[src/rtl/nn_pkg.sv]
// Shared types and defaults for the neural-network pipeline stages.
package nn_pkg;

  localparam int DEFAULT_DATA_W = 16;
  localparam int DEFAULT_N_OUT  = 10;

  typedef logic signed [DEFAULT_DATA_W-1:0] act_t;

  typedef enum logic [1:0] {
    IDLE,
    COLLECT,
    HOLD
  } argmax_state_e;

endpackage

[src/rtl/argmax_cmp.sv]
// Signed strict-greater compare with select: keeps ref_i unless the candidate wins or load_i forces it.
module argmax_cmp #(
  parameter int DATA_W = 16
) (
  input  logic signed [DATA_W-1:0] cand_i,
  input  logic signed [DATA_W-1:0] ref_i,
  input  logic                     load_i,
  output logic                     take_o,
  output logic signed [DATA_W-1:0] sel_o
);

  // Strict compare: equal values keep the earlier (lower-index) holder.
  assign take_o = load_i || (cand_i > ref_i);
  assign sel_o  = take_o ? cand_i : ref_i;

endmodule

[src/rtl/output_argmax.sv]
// Serial argmax over one output-layer vector, result held on a valid/ready port.
// Define OUTPUT_ARGMAX_MARGIN_EN to add out_margin (best minus second-best).
module output_argmax
  import nn_pkg::*;
#(
  parameter  int N_OUT  = DEFAULT_N_OUT,
  parameter  int DATA_W = DEFAULT_DATA_W,
  localparam int CLS_W  = $clog2(N_OUT)
) (
  input  logic                     clk,
  input  logic                     rst,
  input  logic                     start,
  input  logic                     in_valid,
  input  logic signed [DATA_W-1:0] in_data,
  output logic                     in_ready,
  output logic                     out_valid,
  input  logic                     out_ready,
  output logic [CLS_W-1:0]         out_class,
  output logic signed [DATA_W-1:0] out_score,
`ifdef OUTPUT_ARGMAX_MARGIN_EN
  output logic signed [DATA_W:0]   out_margin,
`endif
  output logic                     busy,
  output logic                     err
);

  localparam logic [CLS_W:0] LAST_BEAT = (CLS_W + 1)'(N_OUT - 1);

  argmax_state_e state_q, state_d;
  logic [CLS_W:0]          count_q, count_d;
  logic signed [DATA_W-1:0] best_q;
  logic [CLS_W-1:0]        idx_q;
  logic [CLS_W-1:0]        cls_q;
  logic signed [DATA_W-1:0] score_q;
  logic                    err_q, err_d;

  logic beat, first_beat, last_beat;
  logic take_best;
  logic signed [DATA_W-1:0] best_sel;

  assign beat       = in_valid && (state_q == COLLECT);
  assign first_beat = (count_q == '0);
  assign last_beat  = beat && (count_q == LAST_BEAT);

  argmax_cmp #(.DATA_W(DATA_W)) u_best_cmp (
    .cand_i (in_data),
    .ref_i  (best_q),
    .load_i (first_beat),
    .take_o (take_best),
    .sel_o  (best_sel)
  );

  always_comb begin
    state_d = state_q;
    count_d = count_q;
    err_d   = start && (state_q != IDLE);
    case (state_q)
      IDLE: begin
        if (start) begin
          state_d = COLLECT;
          count_d = '0;
        end
      end
      COLLECT: begin
        if (last_beat) begin
          state_d = HOLD;
        end else if (beat) begin
          count_d = count_q + (CLS_W + 1)'(1);
        end
      end
      HOLD: begin
        if (out_ready) begin
          state_d = IDLE;
        end
      end
      default: state_d = IDLE;
    endcase
  end

  always_ff @(posedge clk or negedge rst) begin
    if (!rst) begin
      state_q <= IDLE;
      count_q <= '0;
      err_q   <= 1'b0;
    end else begin
      state_q <= state_d;
      count_q <= count_d;
      err_q   <= err_d;
    end
  end

  // Running best plus the registered result; the result is captured on the final beat.
  always_ff @(posedge clk or negedge rst) begin
    if (!rst) begin
      best_q  <= '0;
      idx_q   <= '0;
      cls_q   <= '0;
      score_q <= '0;
    end else if (beat) begin
      if (take_best) begin
        best_q <= best_sel;
        idx_q  <= count_q[CLS_W-1:0];
      end
      if (last_beat) begin
        cls_q   <= take_best ? count_q[CLS_W-1:0] : idx_q;
        score_q <= best_sel;
      end
    end
  end

`ifdef OUTPUT_ARGMAX_MARGIN_EN
  localparam logic signed [DATA_W-1:0] ACT_MIN = {1'b1, {(DATA_W-1){1'b0}}};

  logic signed [DATA_W-1:0] second_q;
  logic signed [DATA_W:0]   margin_q;
  logic                     ge_best, take_second;
  logic signed [DATA_W-1:0] second_cand, second_sel;

  // A beat that displaces or ties the best pushes the old best down into second place.
  assign ge_best     = take_best || (in_data == best_q);
  assign second_cand = first_beat ? ACT_MIN : (ge_best ? best_q : in_data);

  argmax_cmp #(.DATA_W(DATA_W)) u_second_cmp (
    .cand_i (second_cand),
    .ref_i  (second_q),
    .load_i (ge_best),
    .take_o (take_second),
    .sel_o  (second_sel)
  );

  always_ff @(posedge clk or negedge rst) begin
    if (!rst) begin
      second_q <= '0;
      margin_q <= '0;
    end else if (beat) begin
      if (take_second) begin
        second_q <= second_sel;
      end
      if (last_beat) begin
        margin_q <= {best_sel[DATA_W-1], best_sel} - {second_sel[DATA_W-1], second_sel};
      end
    end
  end

  assign out_margin = margin_q;
`endif

  assign in_ready  = (state_q == COLLECT);
  assign out_valid = (state_q == HOLD);
  assign busy      = (state_q != IDLE);
  assign out_class = cls_q;
  assign out_score = score_q;
  assign err       = err_q;

endmodule

[config.mk]
export PLATFORM = sky130hd
export DESIGN_NAME = output_argmax
export DESIGN_NICKNAME = d
export VERILOG_FILES = /design/src/rtl/nn_pkg.sv /design/src/rtl/argmax_cmp.sv /design/src/rtl/output_argmax.sv
export SDC_FILE = /design/constraint.sdc
export NUM_CORES = 1
export LEC_CHECK = 0
export CAP_MARGIN = 10
export CORE_MARGIN = 10
export CORE_UTILIZATION = 47
export CTS_BUF_LIST = sky130_fd_sc_hd__clkbuf_8 sky130_fd_sc_hd__clkbuf_16
export CTS_CLUSTER_DIAMETER = 60
export DETAILED_ROUTE_END_ITERATION = 7
export GPL_TIMING_DRIVEN = 0
export PLACE_DENSITY = 0.77
export SLEW_MARGIN = 20
export SYNTH_ARGS = -nofsm -noshare
export SYNTH_HDL_FRONTEND = slang
export SYNTH_SLANG_ARGS = --single-unit
export TNS_END_PERCENT = 1
[constraint.sdc]
create_clock -name clk -period 3.6 [get_ports clk]
set_clock_uncertainty 0.1 [all_clocks]
set_input_delay 0.54 -clock clk [delete_from_list [all_inputs] [get_ports clk]]
set_output_delay 0.54 -clock clk [all_outputs]
set_load 0.01 [all_outputs]
# Word-level counts from Yosys, hierarchy flattened
# Index checks and enable logic that the tools add are counted.
# word_totals
wordCells,39
input_bits,21
regBits,48
# op_classes
muxes,10
n_reduce_logical,12
n_lt_le_gt_ge,1
n_addsub,1
eq_ne,8
# op_table
operator,n
16-bit greater-than comparator,1
16-bit 2-to-1 mux,1
5-bit 2-to-1 mux,3
5-bit case mux with 2 select lines,1
2-bit 2-to-1 mux,3
2-bit by 1-bit != test with 1-bit output (second input constant),3
2-bit case mux with 3 select lines,1
5-bit by 1-bit adder with 5-bit output (second input constant),1
5-bit by 4-bit == test with 1-bit output (second input constant),1
5-bit logical NOT,1
4-bit 2-to-1 mux,1
2-bit != test (second input constant),2
2-bit AND reduction,2
4-bit AND reduction,1
2-bit nonzero test,2
1-bit logical AND,3
3-bit AND reduction,1
2-bit by 1-bit == test with 1-bit output (second input constant),1
2-bit == test (second input constant),1
2-bit logical NOT,1
1-bit logical OR,1

# Depth between registers and ports, before layout
# Gate-level depths: netlist (run 1).
# logic_depth
word_depth,5
mapped_depth,10
ltp_nobuf,8

# Hierarchy
# From an unflattened synthesis (run 1), not the netlist that was laid out.
# unflattened
hier_cells,234
area_unflattened_um2,2955.3
# modules_own_cells
module,cells_each,seq_area_each_um2,instances,area_per_inst_um2
output_argmax,147,1201.2,1,2185.8
argmax_cmp,87,0.0,1,769.5

# Worst setup path after synthesis (run 1)
# No wires, ideal clock.
# synth_path
path_kind,input-to-reg
startpoint,input in_data[15]
endpoint,register best_q[0]
setup_time_ps,125
arrival_ps,2491
t_required_ps,3375
setup_slack_ps,884
path_stages,8
path_cell_list,ha_1 > nand4_2 > or4_4 > a21oi_2 > nor3b_1 > a31oi_2 > buf_6 > mux2_4
# synth_via
elab_chain_len,3
word_cells_on_any_way,4
classes_between,order compare (1); mux (1); reduce/logical (2)
# synth_lines
item,line_no,rtl
from (decl),output_argmax.sv:14,"input logic signed [DATA_W-1:0] in_data,"
16-bit greater-than comparator (*),argmax_cmp.sv:13,assign take_o = load_i || (cand_i > ref_i);
1-bit logical OR (*),argmax_cmp.sv:13,
16-bit 2-to-1 mux / 2-bit AND reduction (equally long branches),--,
to (signal assigned),output_argmax.sv:101,best_q <= best_sel;
to (decl),output_argmax.sv:31,logic signed [DATA_W-1:0] best_q;
# Mark *: on every way between the ends. The rest lies on a longest branch, timed or not.
# A chain may end at the register's enable or synchronous reset.

# Worst setup path in the final report (run 1)
# layout_path
startpoint,input in_data[15]
endpoint,"register score_q[7], in the netlist out_score[7]"
# layout_via
elab_chain_len,3
# layout_lines
item,line_no,rtl
16-bit greater-than comparator,argmax_cmp.sv:13,
1-bit logical OR,argmax_cmp.sv:13,
16-bit 2-to-1 mux,argmax_cmp.sv:14,assign sel_o = take_o ? cand_i : ref_i;
to (signal assigned),output_argmax.sv:106,score_q <= best_sel;
to (decl),output_argmax.sv:34,logic signed [DATA_W-1:0] score_q;
# No other way between the ends.

==> results of run 1 <==
-- stage by stage --
step	power, mW	area [µm²]	TNS [ns]
4_1_cts	3.31	3570	0
2_1_floorplan	2.25	2900	0
3_5_place_dp	2.88	3450	-0.906
5_1_grt	3.56	3570	0
3_3_place_gp	2.82	3430	-0.192
6_report	3.31	3570	0
-- metal layers --
| metal | part of all wire, % | GRT usage (%) | vias to the layer above |
|---|---|---|---|
| li1 | - | - | 1208 |
| met1 | 44 | 18.4 | 1208 |
| met2 | 48 | 25.0 | 62 |
| met3 | 6.7 | 4.75 | 10 |
| met4 | 1.1 | 4.19 | 0 |
| met5 | 0 | 0 | - |
-- cell families after synthesis --
family / Yosys count / share of synthesized area [%]
buf+inv: 52 / 7.90
compound gates: 77 / 17.7
xor+xnor: 2 / 0.604
flops: 48 / 41.4
mux: 20 / 8.29
fa+ha+maj: 19 / 8.20
simple gates: 85 / 15.8
-- how the worst max path moves through the flow --
stage	startpoint	end	cells past startpoint
floorplan	in_data[15]	best_q[0]	8
global placement	in_data[15]	out_score[7]	10
detailed placement	in_data[15]	out_score[7]	10
CTS	in_data[15]	out_score[7]	10
global route	in_data[15]	out_score[7]	10
finish	in_data[15]	out_score[7]	10
-- area by class of cell --
class / count / area (µm²) / area share (%)
inverters: 31 / 116 / 3.26
multi-input cells: 203 / 1470 / 41.1
repair buffers: 45 / 455 / 12.8
clock inverters: 2 / 38.8 / 1.09
well taps: 75 / 93.8 / 2.63
flip-flops and latches: 48 / 1200 / 33.6
clock buffers: 6 / 82.6 / 2.31
plain buffers: 21 / 114 / 3.19
-- sequential cells by signal, summed over array words and instances (netlist names) --
register	cells
best_q	16
count_q	5
err	1
idx_q	4
out_class	4
out_score	16
state_q	2
-- repair_timing --
| item | in CTS | in global routing |
|---|---|---|
| resized for setup | 0 | 2 |
| endpoints found under the hold margin | 0 | 0 |
| setup endpoints to repair | 0 | 1 |
-- placed cells by master, fill, tap and decap left out, types with 3 or more instances in the layout --
| cell type | instances |
|---|---|
| a21oi_1 | 7 |
| a31oi_1 | 37 |
| buf_2 | 4 |
| buf_6 | 3 |
| clkbuf_1 | 12 |
| clkbuf_8 | 6 |
| clkdlybuf4s50_1 | 43 |
| dfrtp_1 | 48 |
| ha_1 | 19 |
| inv_1 | 31 |
| mux2_4 | 8 |
| mux2i_1 | 12 |
| nand2_1 | 9 |
| nand4_1 | 7 |
| nor2_1 | 27 |
| nor2b_1 | 3 |
| nor3_1 | 17 |
| nor3b_1 | 5 |
| o211ai_1 | 21 |
| o21ai_0 | 4 |
-- worst register-to-register path: stages, from the launching register on --
cell and delay, ns:
dfrtp_1 0.38, inv_1 0.05, ha_1 0.35, nand4_2 0.18, o21bai_1 0.15, nor4b_1 0.41, clkbuf_1 0.45, clkbuf_2 0.35
nor3_1 0.09, a31oi_1 0.17, a31oi_1 0.12
-- power by group through the flow --
stage	Clock [mW]	Combinational (mW)	Sequential (mW)
floorplan	0	1.24	1.00
global placement	0	1.84	0.980
detailed placement	0	1.89	0.995
CTS	0.424	1.90	0.986
global route	0.451	2.09	1.02
finish	0.419	1.91	0.987
==> run metrics, run 1 <==
status=complete, no violations; max-slew violation count=0; Vias=2488; dpl ws=-0.119 ns; Cell Chain, Critical Path=clkdlybuf4s50_1 > ha_1 > nand4_2 > o21bai_1 > nor4b_1 > clkbuf_1 > clkbuf_2 > nor3_1 > a31oi_1 > a31oi_1; pwr dens=928 nW/µm²; HPWL Detailed=5550 µm; Syn Inst Count=~300; Final ANT Viol Nets=0; top cell family by delay on the critical path=buffers and inverters; RSZ-0062 raised after global routing=false; part of the cycle the worst path needs=91.7%; I/O pin total=45; commonest cells in the netlist=dfrtp_1, a31oi_1, inv_1; Inserted Clock Buffers=5; critical path capture point type=flip-flop; vias in the first global route=between 2000 and 3000; TritonCTS clock tree=yes; synth warn=0; CP Max Fanout=10; Final Hold Vio Count=0; gr ovfl total=0; top_reg_cell synth=dfrtp_1; violation count after the first detailed-route iteration=141; DR vias/cell=slightly below 6; R2R Path End=out_score[7]; Buf+Inv Stages, Crit Path=3; final setup fails=0; Slowest-stage cell, CP=clkdlybuf4s50_1; Synthesized Nets=343; Clk pwr share=12.6%; H-tree depth=2; GRT Overall Usage=~15%; most frequent cell after synthesis=dfrtp_1; Buffers on Ports=between 40 and 50; final net count=395; Avg Cell Area, Syn=9.57 µm²; fmax=303 MHz; core area=around 6000 µm²; Worst setup SP type=primary input; distinct cell type count after synthesis=41; crit path kind=primary input to flip-flop; Post-CTS Setup Bufs=0; largest net degree at the start of global routing=26; initial antenna violation count=0; worst-skew pair later-pin latency=roughly 0.31 ns; worst slew pin tran=0.605 ns; total die area=9710 µm²; Hold Path Class=primary input to asynchronous set/reset pin; share of power burned in registers=29.8%; most used cell, CP=a31oi_1; Clock Sinks=48; Rel. slew slack=about three fifths; Syn Std Cell Area=2900 µm²; Post-CTS Hold Buffers=0; share of layout cells above drive strength 1=9.55%; routed wire length per instance=17.6 µm; P&R area growth vs syn=23.2%; hold_ws=0.116 ns; register-to-register setup slack=0.63 ns; leak pwr=between 1.5 and 2 nW; FP Rows=28; Arr. time, crit path=3.35 ns; final cell count without fillers=between 400 and 500; Detailed Routing Iterations Pass 1=4; Root Buffer=clkbuf_8; P_sw=1.38 mW; Synth async-reset ratio=100%; Clock Tree Buf Depth=2; Post-Route WL=7600 µm; fin worst setup slack=between 0.2 and 0.3 ns; Comb power frac=57.6%; # DRC=0; # placed instances=423; Die Y=98.5 µm; CP required=3.65 ns; global-route wire length before repair=12500 µm; ranking of synthesized cells by area=dfrtp_1, ha_1, a31oi_1; internal power=1.93 mW; Reg clk slew, reported paths=0.10 ns; Post-synth EDFFs=0; Die Span X=slightly below 100 µm; Period minus WS final=3.30 ns; register area share after synthesis=41.4%; number of max-cap violations=0; post-layout utilization of the core=60.0%; n_diodes=0; Register-to-Register Path Depth=10; CP peak stage delay=0.48 ns; Seq cells post-synth=48; Initial Util=48.7%; RR Startpoint=best_q[15]; biggest area consumer among synthesized cells=dfrtp_1; Synth top area share=41.4%; GPL Wtd Cong=0.833; switching share of power=41.7%; Max VDD drop=0.458 mV; Layout fillers=approximately 530
No activity file was read; power rests on OpenSTA's default activity.
==> run 2, diff against run 1 <==
--- a/config.mk
+++ b/config.mk
@@ -13,6 +13,7 @@
 export DETAILED_ROUTE_END_ITERATION = 7
 export GPL_TIMING_DRIVEN = 0
 export PLACE_DENSITY = 0.77
+export SKIP_CTS_REPAIR_TIMING = 1
 export SLEW_MARGIN = 20
 export SYNTH_ARGS = -nofsm -noshare
 export SYNTH_HDL_FRONTEND = slang
==> results of run 2 <==
No change in the layout: final DEF, timing and power equal those of run 1.
